`config.mk`:
```
export PLATFORM = sky130hd
export DESIGN_NAME = rd0_video_out_flat
export DESIGN_NICKNAME = d
export VERILOG_FILES = /design/src/rtl/rd0_video_out_if.sv /design/src/rtl/rd0_video_out.sv /design/src/flat_wrapper.sv
export SDC_FILE = /design/constraint.sdc
export NUM_CORES = 1
export LEC_CHECK = 0
export CORE_ASPECT_RATIO = 2
export CORE_MARGIN = 5
export CORE_UTILIZATION = 55
export DETAILED_ROUTE_END_ITERATION = 6
export DONT_BUFFER_PORTS = 1
export PLACE_DENSITY_LB_ADDON = 0.2
export SLEW_MARGIN = 20
export SYNTH_ARGS = -nofsm -noshare
export SYNTH_HDL_FRONTEND = slang
export SYNTH_SLANG_ARGS = --single-unit
```
`constraint.sdc`:
```
create_clock -name clk -period 3.1 [get_ports clk]
set_clock_uncertainty 0.2 [all_clocks]
set_input_delay 0.31 -clock clk [delete_from_list [all_inputs] [get_ports clk]]
set_output_delay 0.31 -clock clk [all_outputs]
set_load 0.01 [all_outputs]
```
`src/rtl/rd0_video_out_if.sv`:
```
// Prefetch-FIFO read handshake between the read-channel-0 FIFO and the video output stage.
// A pop occurs in any cycle where fifo_rd_en and fifo_rd_vld are both high.
interface rd0_video_out_if;
  logic        fifo_rd_vld;
  logic [15:0] fifo_rd_data;
  logic        fifo_rd_en;

  modport master (output fifo_rd_en, input fifo_rd_vld, input fifo_rd_data);
  modport slave  (input fifo_rd_en, output fifo_rd_vld, output fifo_rd_data);
endinterface

```
`src/rtl/rd0_video_out.sv`:
```
// Raster timing generator and RGB565->RGB888 pixel pump for read channel 0, running in the
// pixel clock domain; pops the prefetch FIFO once per active cycle and tracks underflow.
module rd0_video_out #(
  parameter int H_ACTIVE = 1280,
  parameter int H_FP     = 110,
  parameter int H_SYNC   = 40,
  parameter int H_BP     = 220,
  parameter int V_ACTIVE = 720,
  parameter int V_FP     = 5,
  parameter int V_SYNC   = 5,
  parameter int V_BP     = 20,
  parameter bit HS_POL   = 1'b1,
  parameter bit VS_POL   = 1'b1
) (
  input  logic                    clk,
  input  logic                    rst,
  input  logic                    en,
  input  logic                    ufl_clr,
  rd0_video_out_if.master         fifo,
  output logic                    frame_req,
  output logic                    vid_hs,
  output logic                    vid_vs,
  output logic                    vid_de,
  output logic [23:0]             vid_data,
  output logic                    ufl_flag,
  output logic [15:0]             ufl_cnt
);

  localparam int H_TOTAL  = H_ACTIVE + H_FP + H_SYNC + H_BP;
  localparam int V_TOTAL  = V_ACTIVE + V_FP + V_SYNC + V_BP;
  localparam int HW       = (H_TOTAL > 1) ? $clog2(H_TOTAL) : 1;
  localparam int VW       = (V_TOTAL > 1) ? $clog2(V_TOTAL) : 1;
  localparam int HS_START = H_ACTIVE + H_FP;
  localparam int HS_END   = HS_START + H_SYNC;
  localparam int VS_START = V_ACTIVE + V_FP;
  localparam int VS_END   = VS_START + V_SYNC;

  typedef enum logic [1:0] {
    S_IDLE,
    S_ARM,
    S_RUN
  } state_e;

  state_e          state_q, state_d;
  logic [HW-1:0]   h_cnt_q, h_cnt_d;
  logic [VW-1:0]   v_cnt_q, v_cnt_d;
  logic            vid_hs_q, vid_hs_d;
  logic            vid_vs_q, vid_vs_d;
  logic            vid_de_q, vid_de_d;
  logic [23:0]     vid_data_q, vid_data_d;
  logic            ufl_flag_q, ufl_flag_d;
  logic [15:0]     ufl_cnt_q, ufl_cnt_d;

  logic            de_i, hs_i, vs_i;
  logic            h_last, v_last, frame_end;

  function automatic logic [23:0] rgb565_to_888(input logic [15:0] p);
    return {p[15:11], p[15:13], p[10:5], p[10:9], p[4:0], p[4:2]};
  endfunction

  // Region decode compares in 32-bit space so a sync region ending exactly at the total still fits.
  assign de_i      = (int'(h_cnt_q) < H_ACTIVE) && (int'(v_cnt_q) < V_ACTIVE);
  assign hs_i      = (int'(h_cnt_q) >= HS_START) && (int'(h_cnt_q) < HS_END);
  assign vs_i      = (int'(v_cnt_q) >= VS_START) && (int'(v_cnt_q) < VS_END);
  assign h_last    = (int'(h_cnt_q) == H_TOTAL - 1);
  assign v_last    = (int'(v_cnt_q) == V_TOTAL - 1);
  assign frame_end = h_last && v_last;

  always_comb begin
    // NOTE: every output of this block gets a default first, so no path can infer a latch.
    state_d         = state_q;
    h_cnt_d         = h_cnt_q;
    v_cnt_d         = v_cnt_q;
    vid_hs_d        = ~HS_POL;
    vid_vs_d        = ~VS_POL;
    vid_de_d        = 1'b0;
    vid_data_d      = '0;
    ufl_flag_d      = ufl_flag_q;
    ufl_cnt_d       = ufl_cnt_q;
    fifo.fifo_rd_en = 1'b0;
    frame_req       = 1'b0;

    unique case (state_q)
      S_IDLE: begin
        h_cnt_d = '0;
        v_cnt_d = '0;
        if (en) state_d = S_ARM;
      end

      S_ARM, S_RUN: begin
        if (h_last) begin
          h_cnt_d = '0;
          v_cnt_d = v_last ? '0 : v_cnt_q + VW'(1);
        end else begin
          h_cnt_d = h_cnt_q + HW'(1);
        end

        vid_hs_d  = ~(hs_i ^ HS_POL);
        vid_vs_d  = ~(vs_i ^ VS_POL);
        frame_req = (h_cnt_q == '0) && (int'(v_cnt_q) == V_ACTIVE);

        // en is only honoured at the frame boundary so a frame is never cut short.
        if (frame_end) state_d = en ? S_RUN : S_IDLE;

        if (state_q == S_RUN) begin
          fifo.fifo_rd_en = de_i;
          vid_de_d        = de_i;
          if (de_i && fifo.fifo_rd_vld) vid_data_d = rgb565_to_888(fifo.fifo_rd_data);
          // A missing pixel is shown black and skipped; timing never stalls.
          if (de_i && !fifo.fifo_rd_vld) begin
            ufl_flag_d = 1'b1;
            if (ufl_cnt_q != 16'hFFFF) ufl_cnt_d = ufl_cnt_q + 16'd1;
          end
        end
      end

      default: state_d = S_IDLE;
    endcase

    if (ufl_clr) begin
      ufl_flag_d = 1'b0;
      ufl_cnt_d  = '0;
    end
  end

  always_ff @(posedge clk) begin
    // NOTE: state registers use non-blocking assignments so all flops update from pre-edge values.
    if (rst) begin
      state_q    <= S_IDLE;
      h_cnt_q    <= '0;
      v_cnt_q    <= '0;
      vid_hs_q   <= ~HS_POL;
      vid_vs_q   <= ~VS_POL;
      vid_de_q   <= 1'b0;
      vid_data_q <= '0;
      ufl_flag_q <= 1'b0;
      ufl_cnt_q  <= '0;
    end else begin
      state_q    <= state_d;
      h_cnt_q    <= h_cnt_d;
      v_cnt_q    <= v_cnt_d;
      vid_hs_q   <= vid_hs_d;
      vid_vs_q   <= vid_vs_d;
      vid_de_q   <= vid_de_d;
      vid_data_q <= vid_data_d;
      ufl_flag_q <= ufl_flag_d;
      ufl_cnt_q  <= ufl_cnt_d;
    end
  end

  assign vid_hs   = vid_hs_q;
  assign vid_vs   = vid_vs_q;
  assign vid_de   = vid_de_q;
  assign vid_data = vid_data_q;
  assign ufl_flag = ufl_flag_q;
  assign ufl_cnt  = ufl_cnt_q;

endmodule

```
`src/flat_wrapper.sv`:
```
// flat-port wrapper written by rule: the top's interface ports become plain ports
module rd0_video_out_flat 
#(
  parameter int H_ACTIVE = 1280,
  parameter int H_FP     = 110,
  parameter int H_SYNC   = 40,
  parameter int H_BP     = 220,
  parameter int V_ACTIVE = 720,
  parameter int V_FP     = 5,
  parameter int V_SYNC   = 5,
  parameter int V_BP     = 20,
  parameter bit HS_POL   = 1'b1,
  parameter bit VS_POL   = 1'b1
)
  (clk, rst, en, ufl_clr, frame_req, vid_hs, vid_vs, vid_de, vid_data, ufl_flag, ufl_cnt, fifo_fifo_rd_en, fifo_fifo_rd_vld, fifo_fifo_rd_data);
  rd0_video_out_if fifo_i ();
  input  logic clk;
  input  logic rst;
  input  logic en;
  input  logic ufl_clr;
  output logic frame_req;
  output logic vid_hs;
  output logic vid_vs;
  output logic vid_de;
  output logic [23:0] vid_data;
  output logic ufl_flag;
  output logic [15:0] ufl_cnt;
  output wire logic [$bits(fifo_i.fifo_rd_en)-1:0] fifo_fifo_rd_en;
  input wire logic [$bits(fifo_i.fifo_rd_vld)-1:0] fifo_fifo_rd_vld;
  input wire logic [$bits(fifo_i.fifo_rd_data)-1:0] fifo_fifo_rd_data;
  assign fifo_fifo_rd_en = fifo_i.fifo_rd_en;
  assign fifo_i.fifo_rd_vld = fifo_fifo_rd_vld;
  assign fifo_i.fifo_rd_data = fifo_fifo_rd_data;
  rd0_video_out #(.H_ACTIVE(H_ACTIVE), .H_FP(H_FP), .H_SYNC(H_SYNC), .H_BP(H_BP), .V_ACTIVE(V_ACTIVE), .V_FP(V_FP), .V_SYNC(V_SYNC), .V_BP(V_BP), .HS_POL(HS_POL), .VS_POL(VS_POL)) u_core (.clk(clk), .rst(rst), .en(en), .ufl_clr(ufl_clr), .fifo(fifo_i), .frame_req(frame_req), .vid_hs(vid_hs), .vid_vs(vid_vs), .vid_de(vid_de), .vid_data(vid_data), .ufl_flag(ufl_flag), .ufl_cnt(ufl_cnt));
endmodule
```
==> results of run 1 <==
-- sequential cells by signal (all words and copies together), names as in the netlist --
| register | cells |
|---|---|
| u_core.v_cnt_q | 10 |
| u_core.vid_hs | 1 |
| u_core.vid_de | 1 |
| u_core.ufl_cnt | 16 |
| u_core.ufl_flag | 1 |
| u_core.vid_vs | 1 |
| u_core.vid_data | 16 |
| u_core.h_cnt_q | 11 |
| u_core.state_q | 2 |
-- where the power goes --
part / internal, mW / switching, mW
clock network: 0.383 / 0.346
registers: 0.760 / 0.00272
logic: 0.0333 / 0.0357
-- Yosys cell counts (2+ instances only) --
cell      count  area share, %
or3_1         4           0.88
o31ai_1       3           0.79
inv_1        11            1.5
nand3b_1      3           0.79
nor4_1        6            1.3
a31oi_1       9            2.0
ha_1         10            4.4
mux2i_1       3            1.1
and3_1        4           0.88
and4b_1       2           0.70
xnor2_1       9            2.8
and2_1       20            4.4
buf_4         9            2.4
o21ai_0       7            1.2
nand2_1      30            4.0
a31o_1        2           0.62
o21ai_1       8            1.4
nand3_1      10            1.8
a21oi_1      14            2.5
and4_1        3           0.92
dfxtp_1      59             42
xor2_1        5            1.5
nor3_1        6            1.1
o21bai_1      2           0.53
or2_2         2           0.44
nand4_1       8            1.8
nor2b_1       4           0.88
nor2_1       37            4.9
or3_4         2           0.79
nand4b_1      3           0.92
clkbuf_1      7           0.92
nand2b_1      2           0.44
a41o_1        2           0.70
-- critical path: stages (launching register included) --
cell	delay, ns
dfxtp_1	0.36
or3_4	0.39
or4_2	0.54
nor3_1	0.33
-- metrics by stage --
| step | cells | total power, mW | area, um^2 | util (%) | hold WS [ns] |
|---|---|---|---|---|---|
| after floorplan | 327 | 0.819 | 2840 | - | 0.232 |
| after global placement | 369 | 0.825 | 2830 | 55.5 | 0.185 |
| after detailed placement | 369 | 0.826 | 2830 | 55.5 | 0.188 |
| after CTS | 405 | 1.57 | 3230 | 63.5 | 0.0138 |
| after global routing | 405 | 1.62 | 3230 | 63.5 | 0.0555 |
| final | 405 | 1.56 | 3230 | 63.5 | 0.0214 |
-- final timing paths --
kind | slack, ns | start | cells past startpoint | to
min | 0.02 | fifo_fifo_rd_vld | 3 | u_core.ufl_cnt[14]
min reg2reg | 0.30 | u_core.h_cnt_q[1] | 2 | u_core.h_cnt_q[1]
max reg2reg | 0.66 | u_core.state_q[1] | 7 | u_core.vid_data[22]
max | 0.63 | u_core.h_cnt_q[3] | 3 | frame_req
-- metal layers --
metal / routed length, um / GRT usage (%) / part of all wire [%]
met1: 2540 / 23.3 / 37
met2: 3710 / 37.2 / 55
met3: 356 / 7.54 / 5.2
met4: 174 / 9.12 / 2.6
met5: 0 / 0 / 0
-- kinds of logic (layout without fill, tap and decap cells) --
kind of cell               after synthesis  count (layout)  synth area share, %
AOI/OAI and AO/OA                       57              57                 13.8
xor gates and xnor gates                14              14                 4.32
adders and majority gates               10              10                 4.40
buffers and inverters                   30              50                 5.20
DFF                                     59              59                 41.6
muxes                                    3               3                 1.06
and+or+nand+nor                        154             154                 29.7
-- area by class of cell --
| type | instances | area (um^2) |
|---|---|---|
| Timing Repair Buffer | 22 | 215 |
| Multi-Input combinational cell | 238 | 1510 |
| Fill cell | 434 | 1860 |
| Clock buffer | 9 | 124 |
| Tap cell | 58 | 72.6 |
| Sequential cell | 59 | 1180 |
| Clock inverter | 7 | 82.6 |
| Inverter | 12 | 45.0 |
==> flow_summary.toml, run 1 <==
[outcome]
outcome = "finished clean"

[floorplan]
die-area_um2 = 6790
coreArea_um2 = 5090
chipHeight_um = 112
start_util_pct = 55.8
die_w_um = 60.8
io_pins = 67
std_cell_rows = 37

[place]
io_buffers = 0
gp_congestion = 0.792
dp.final_hpwl_um = 4500
place_ws_ns = 0.711

[clock_network]
ctsResizeCount = 0
cts_buffers = 9
cts_hold_buffers = 20
cts_sinks = 59
ctsRootBufferMaster = "clkbuf_8"
htreeDepth = 3
cts_tree = "done"
worstSkewPairLatency_ns = 0.34
post_cts_buffers = 0
cts.clk_slew.worst_paths_ns = 0.08
cts_max_path_buffers = 2

[finish]
diodes = 0
final_common_cell = "dfxtp_1"
final_nets = 373
areaGrowthSynthToFinish_pct = 13.8
drive_gt1_share_pct = 9.22
layout_common_cells = "dfxtp_1 (59), nor2_1 (37), nand2_1 (30)"

[synth]
yosys_register_bits = 59
yosysWarningCount = 0
ys_seq_area_share_pct = 41.6
synth-edff-count = 0
synth_cell_types = 54
synth-async-reset-ratio_pct = 0
syn-instance-count = 327
syn_area_um2 = 2840
synth_ff_type = "dfxtp_1"
postSynthAreaPerCell_um2 = 8.69
synthesis.nets = 358

[global_route]
grt_usage_pct = 21.8
grt-ovfl-total = 0
antenna_found_initial = 0
grt_max_degree = 17
grt_first_pass_wirelength_um = 11400
grt_pass1_vias = 2369

[power]
leakagePower_nw = 1.20
peakVddDrop_mv = 0.680
powerDensity_nw_per_um2 = 483

[drt]
wl_per_cell_um = 16.7
dr.pass1.iters = 4
viasPerCell = 5.87
drc = 0
wirelength_um = 6780
drtIter0Drc = 77
dr_total_vias = 2376
ant_nets = 0

[job]
cap_viol_max_count = 0

[worst_setup_path]
crit_path_max_fanout = 6
cp-start-kind = "flip-flop"
critPathKind = "reg2out"
crit_required_ns = 2.59
end_kind = "primary output"
worstPathArrival_ns = 1.96

[timing]
period_share_pct = 79.7
final.setup.worst_slack_ns = 0.631
rsz0062_at_grt = "false"
slew_headroom_pct = 51.4
fin_tns_setup_ns = 0
slew_viol_final = 0
timing.fmax_ghz = 0.405
finalWorstPathRequiredPeriod_ns = 2.47
setup_viol = 0
tightest_slew_ns = 0.725
final_hold_viol_count = 0

[hold_path]
min-delay-path-class = "in2reg"
Power figures use the tool's default switching activity.
==> run 2, diff against run 1 <==
clock period = 2.4 ns   (was 3.1 ns; I/O delays follow)
==> run 2 against run 1 <==
Compared with the run above:
- combinational power is 43% higher
- global-route usage is 1.3 points higher
- sequential share of layout area is 1.2 points lower
- sequential power is 29% higher
- critical endpoint unchanged
==> flow_summary.toml, run 2 (synthesized netlist as in run 1, its figures left out) <==
[drt]
drc = 0
dr.pass1.iters = 4
wirelength_um = 7150
viasPerCell = 5.86
ant_nets = 0
wl_per_cell_um = 17.1
dr_total_vias = 2451
drtIter0Drc = 82

[worst_setup_path]
worstPathArrival_ns = 1.88
cp-start-kind = "flip-flop"
r2r-start = "u_core.state_q[1]"
end_kind = "primary output"
worstPathCellList = "or3_4 -> or4_2 -> nor3_4"
critPathKind = "reg2out"
critical-path-max-stage-delay_ns = 0.59
crit_path_max_fanout = 6
cp_slowest_cell = "or4_2"
cp-startpoint = "u_core.h_cnt_q[3]"
crit_required_ns = 1.96

[global_route]
grt_first_pass_wirelength_um = 11700
grt_usage_pct = 23.0
grt-ovfl-total = 0
grt_max_degree = 17
antenna_found_initial = 0
grt_pass1_vias = 2441

[power]
p_int_mw = 1.53
swShare_pct = 25.0
seqPwrFrac_pct = 48.4
leakagePower_nw = 1.27
fin_total_pwr_mw = 2.04
combPwrFrac_pct = 4.9
pwr-share-clk_pct = 46.7
powerDensity_nw_per_um2 = 609
switchingPower_mw = 0.508
peakVddDrop_mv = 0.558

[hold_path]
min-delay-path-class = "in2reg"
min-delay-start = "ufl_clr"

[floorplan]
std_cell_rows = 37
die-area_um2 = 6790
chipHeight_um = 112
die_w_um = 60.8
start_util_pct = 55.8
io_pins = 67
coreArea_um2 = 5090

[clock_network]
cts_buffers = 9
ctsRootBufferMaster = "clkbuf_8"
cts_sinks = 59
post_cts_buffers = 0
cts.clk_slew.worst_paths_ns = 0.07
cts_max_path_buffers = 2
htreeDepth = 3
worstSkewPairLatency_ns = 0.35
cts_tree = "done"

[finish]
seq_area_um2 = 1180
final_nets = 386
multiInputGateArea_um2 = 1520
post-route-util_pct = 65.6
layout_common_cells = "dfxtp_1 (59), nor2_1 (37), nand2_1 (30)"
fill_cells = 426
diodes = 0
drive_gt1_share_pct = 12.8
final_common_cell = "dfxtp_1"
areaGrowthSynthToFinish_pct = 17.6
final_cells = 418

[timing]
rsz0062_at_grt = "false"
timing.fmax_ghz = 0.432
slew_viol_final = 0
fin_tns_setup_ns = 0
finalWorstPathRequiredPeriod_ns = 2.32
period_share_pct = 96.6
slew_headroom_pct = 50.1
tightest_slew_ns = 0.746
setup_viol = 0
final_hold_viol_count = 0

[place]
io_buffers = 0
gp_congestion = 0.774
dp.final_hpwl_um = 4860
dp.cells = 382

[outcome]
outcome = "finished clean"

[job]
cap_viol_max_count = 0
## run 2: worst paths after layout
check                           slack (ns)  cells past startpoint                  to
worst max-delay path                  0.08                      3           frame_req
worst min-delay path                  0.05                      3   u_core.ufl_cnt[1]
worst max register to register        0.20                      8  u_core.ufl_cnt[15]
worst min register to register        0.30                      2   u_core.h_cnt_q[1]
## run 2: power by group through the flow
stage / clock network, mW / logic [mW] / registers [mW]
floorplan: 0 / 0.0502 / 1.01
global route: 1.02 / 0.109 / 0.986
global placement: 0 / 0.0636 / 1.01
detailed placement: 0 / 0.0649 / 1.01
CTS: 0.972 / 0.0965 / 0.985
finish: 0.951 / 0.0988 / 0.985
## run 2: final cells by class
| cell class | count | area share (%) |
|---|---|---|
| Timing Repair Buffer | 35 | 9.36 |
| Tap cell | 58 | 2.17 |
| Inverter | 12 | 1.35 |
| Clock buffer | 9 | 3.71 |
| Clock inverter | 7 | 2.47 |
| Sequential cell | 59 | 35.3 |
| Multi-Input combinational cell | 238 | 45.6 |
## run 2: worst max-delay path, delay by kind of cell (launching register included)
kind             cells  cell delay, ns
flip-flops           1            0.36
AND/OR/NAND/NOR      3            1.17
## run 2: repair_timing
| action | 4_1_cts | 5_1_grt |
|---|---|---|
| gates resized for setup | 1 | 1 |
| hold endpoints to repair | 38 | 0 |
| hold buffers | 20 | 0 |
| setup endpoints to repair | 1 | 1 |
## run 2: through the flow
step | setup WS, ns | hold slack (ns) | area (um^2)
6_report | 0.0828 | 0.0458 | 3340
4_1_cts | 0.0563 | 0.0286 | 3340
5_1_grt | 0.00682 | 0.0606 | 3340
2_1_floorplan | 0.128 | 0.162 | 2840
3_3_place_gp | 0.326 | 0.115 | 2920
3_5_place_dp | 0.202 | 0.116 | 2920
## run 2: layer usage
metal | global-route usage (%) | part of all wire [%]
met5 | 0 | 0
met4 | 9.12 | 2.3
met3 | 7.77 | 5.2
met2 | 42.7 | 58
met1 | 21.6 | 35
==> run 3, diff against run 2 <==
GPL_TIMING_DRIVEN = 0   (was unset)
==> run 3 against run 2 <==
Compared with the run above:
- wire length up 0.62%
- first-iteration DRC count rose by 66%
- sequential power about the same
- register-to-register slack got worse by 0.06 ns
- critical path type unchanged
==> flow_summary.toml, run 3 (synthesized netlist as in run 1, its figures left out) <==
[worst_setup_path]
cp_slowest_cell = "or4_2"
critPathKind = "reg2out"
r2r_end = "u_core.ufl_cnt[15]"
end_kind = "primary output"
cp-start-kind = "flip-flop"
crit_path_max_fanout = 4
worstPathCellList = "or3_4 -> or4_2 -> nor3_2"
r2r-start = "u_core.state_q[0]"
critical-path-max-stage-delay_ns = 0.55
r2r_setup_slack_ns = 0.14
reg2regPathDepth = 8
worstPathArrival_ns = 1.85
crit_required_ns = 1.96

[finish]
areaGrowthSynthToFinish_pct = 19.8
final_cells = 425
layout_common_cells = "dfxtp_1 (59), nor2_1 (37), nand2_1 (30)"
seq_area_um2 = 1180
drive_gt1_share_pct = 13.6
final_nets = 393
multiInputGateArea_um2 = 1560
diodes = 0
fill_cells = 449
post-route-util_pct = 66.8
final_common_cell = "dfxtp_1"

[global_route]
grt_first_pass_wirelength_um = 11400
grt-ovfl-total = 0
antenna_found_initial = 0
grt_usage_pct = 22.0
grt_pass1_vias = 2442
grt_max_degree = 14

[floorplan]
chipHeight_um = 112
io_pins = 67
std_cell_rows = 37
die_w_um = 60.8
start_util_pct = 55.8
die-area_um2 = 6790
coreArea_um2 = 5090

[job]
cap_viol_max_count = 0

[timing]
setup_viol = 0
tightest_slew_ns = 0.744
slew_viol_final = 0
slew_headroom_pct = 50.3
final_hold_viol_count = 0
finalWorstPathRequiredPeriod_ns = 2.29
timing.fmax_ghz = 0.436
period_share_pct = 95.6

[clock_network]
ctsRootBufferMaster = "clkbuf_8"
cts.clk_slew.worst_paths_ns = 0.08
cts_buffers = 9
cts_tree = "done"
cts_max_path_buffers = 2
htreeDepth = 3
cts_sinks = 59
worstSkewPairLatency_ns = 0.34

[power]
leakagePower_nw = 1.30
powerDensity_nw_per_um2 = 599
combPwrFrac_pct = 4.9
seqPwrFrac_pct = 48.3
swShare_pct = 25.0
peakVddDrop_mv = 0.699
p_int_mw = 1.53
switchingPower_mw = 0.511
pwr-share-clk_pct = 46.7

[hold_path]
hold_end = "u_core.ufl_cnt[5]"
hold_depth = 4
min-delay-start = "ufl_clr"
min-delay-path-class = "in2reg"

[place]
io_buffers = 0
gp_congestion = 0.818
dp.final_hpwl_um = 4880
dp.cells = 385

[drt]
dr_total_vias = 2505
viasPerCell = 5.89
drc = 0
wirelength_um = 7200
wl_per_cell_um = 16.9
drtIter0Drc = 136
ant_nets = 0
dr.pass1.iters = 4

[outcome]
outcome = "finished clean"
[run 3: worst max path at each step]
stage                      startpoint                  to  slack, ns  depth (start not counted)
finish              u_core.h_cnt_q[2]           frame_req       0.11                          3
global route        u_core.state_q[0]  u_core.ufl_cnt[15]      -0.01                          8
CTS                 u_core.state_q[0]   u_core.ufl_cnt[8]      -0.02                          8
detailed placement  u_core.state_q[1]   u_core.ufl_cnt[4]      -0.22                          8
global placement    u_core.state_q[1]   u_core.ufl_cnt[7]      -0.21                          8
floorplan           u_core.state_q[1]   u_core.ufl_cnt[4]       0.13                          8
[run 3: timing repair]
item	in CTS	in global routing
setup endpoints to repair	23	19
cloned	0	0
buffers inserted	1	3
pin swaps	1	1
endpoints found under the hold margin	22	0
hold buffers	20	0
resized for setup	6	6
[run 3: layer usage]
layer	part of all wire [%]	track usage, %	vias up
met5	0	0	-
met4	3.6	10.4	0
met3	5.6	6.26	24
met2	55	39.6	92
met1	36	21.8	1165
li1	-	-	1224
[run 3: layout make-up]
class	instances	area share, %
buffer	18	3.16
clock buffer	9	3.64
clock inverter	7	2.50
inverter	12	1.32
multi-input combinational	238	45.8
sequential	59	34.7
tap	58	2.13
timing repair buffer	24	6.76
[run 3: power by group through the flow]
stage               clock [mW]  sequential [mW]  combinational, mW
finish                   0.953            0.985              0.101
global route              1.01            0.986              0.110
CTS                      0.968            0.985             0.0962
detailed placement           0             1.01             0.0655
global placement             0             1.01             0.0643
floorplan                    0             1.01             0.0502
[run 3: worst max-delay path, delay by kind of cell (launching register included)]
kind	cells	cell delay [ns]
flip-flops	1	0.34
AND/OR/NAND/NOR	3	1.17
[run 3: through the flow]
stage               TNS [ns]  setup WS [ns]  instance area (um^2)  power, mW  hold WS [ns]
floorplan                  0          0.128                  2840       1.06         0.162
global placement       -2.26         -0.208                  2910       1.07         0.162
detailed placement     -2.56         -0.221                  2910       1.07         0.165
CTS                  -0.0337        -0.0202                  3350       2.05        0.0426
global route        -0.00973       -0.00973                  3400       2.11         0.103
finish                     0          0.106                  3400       2.04        0.0590
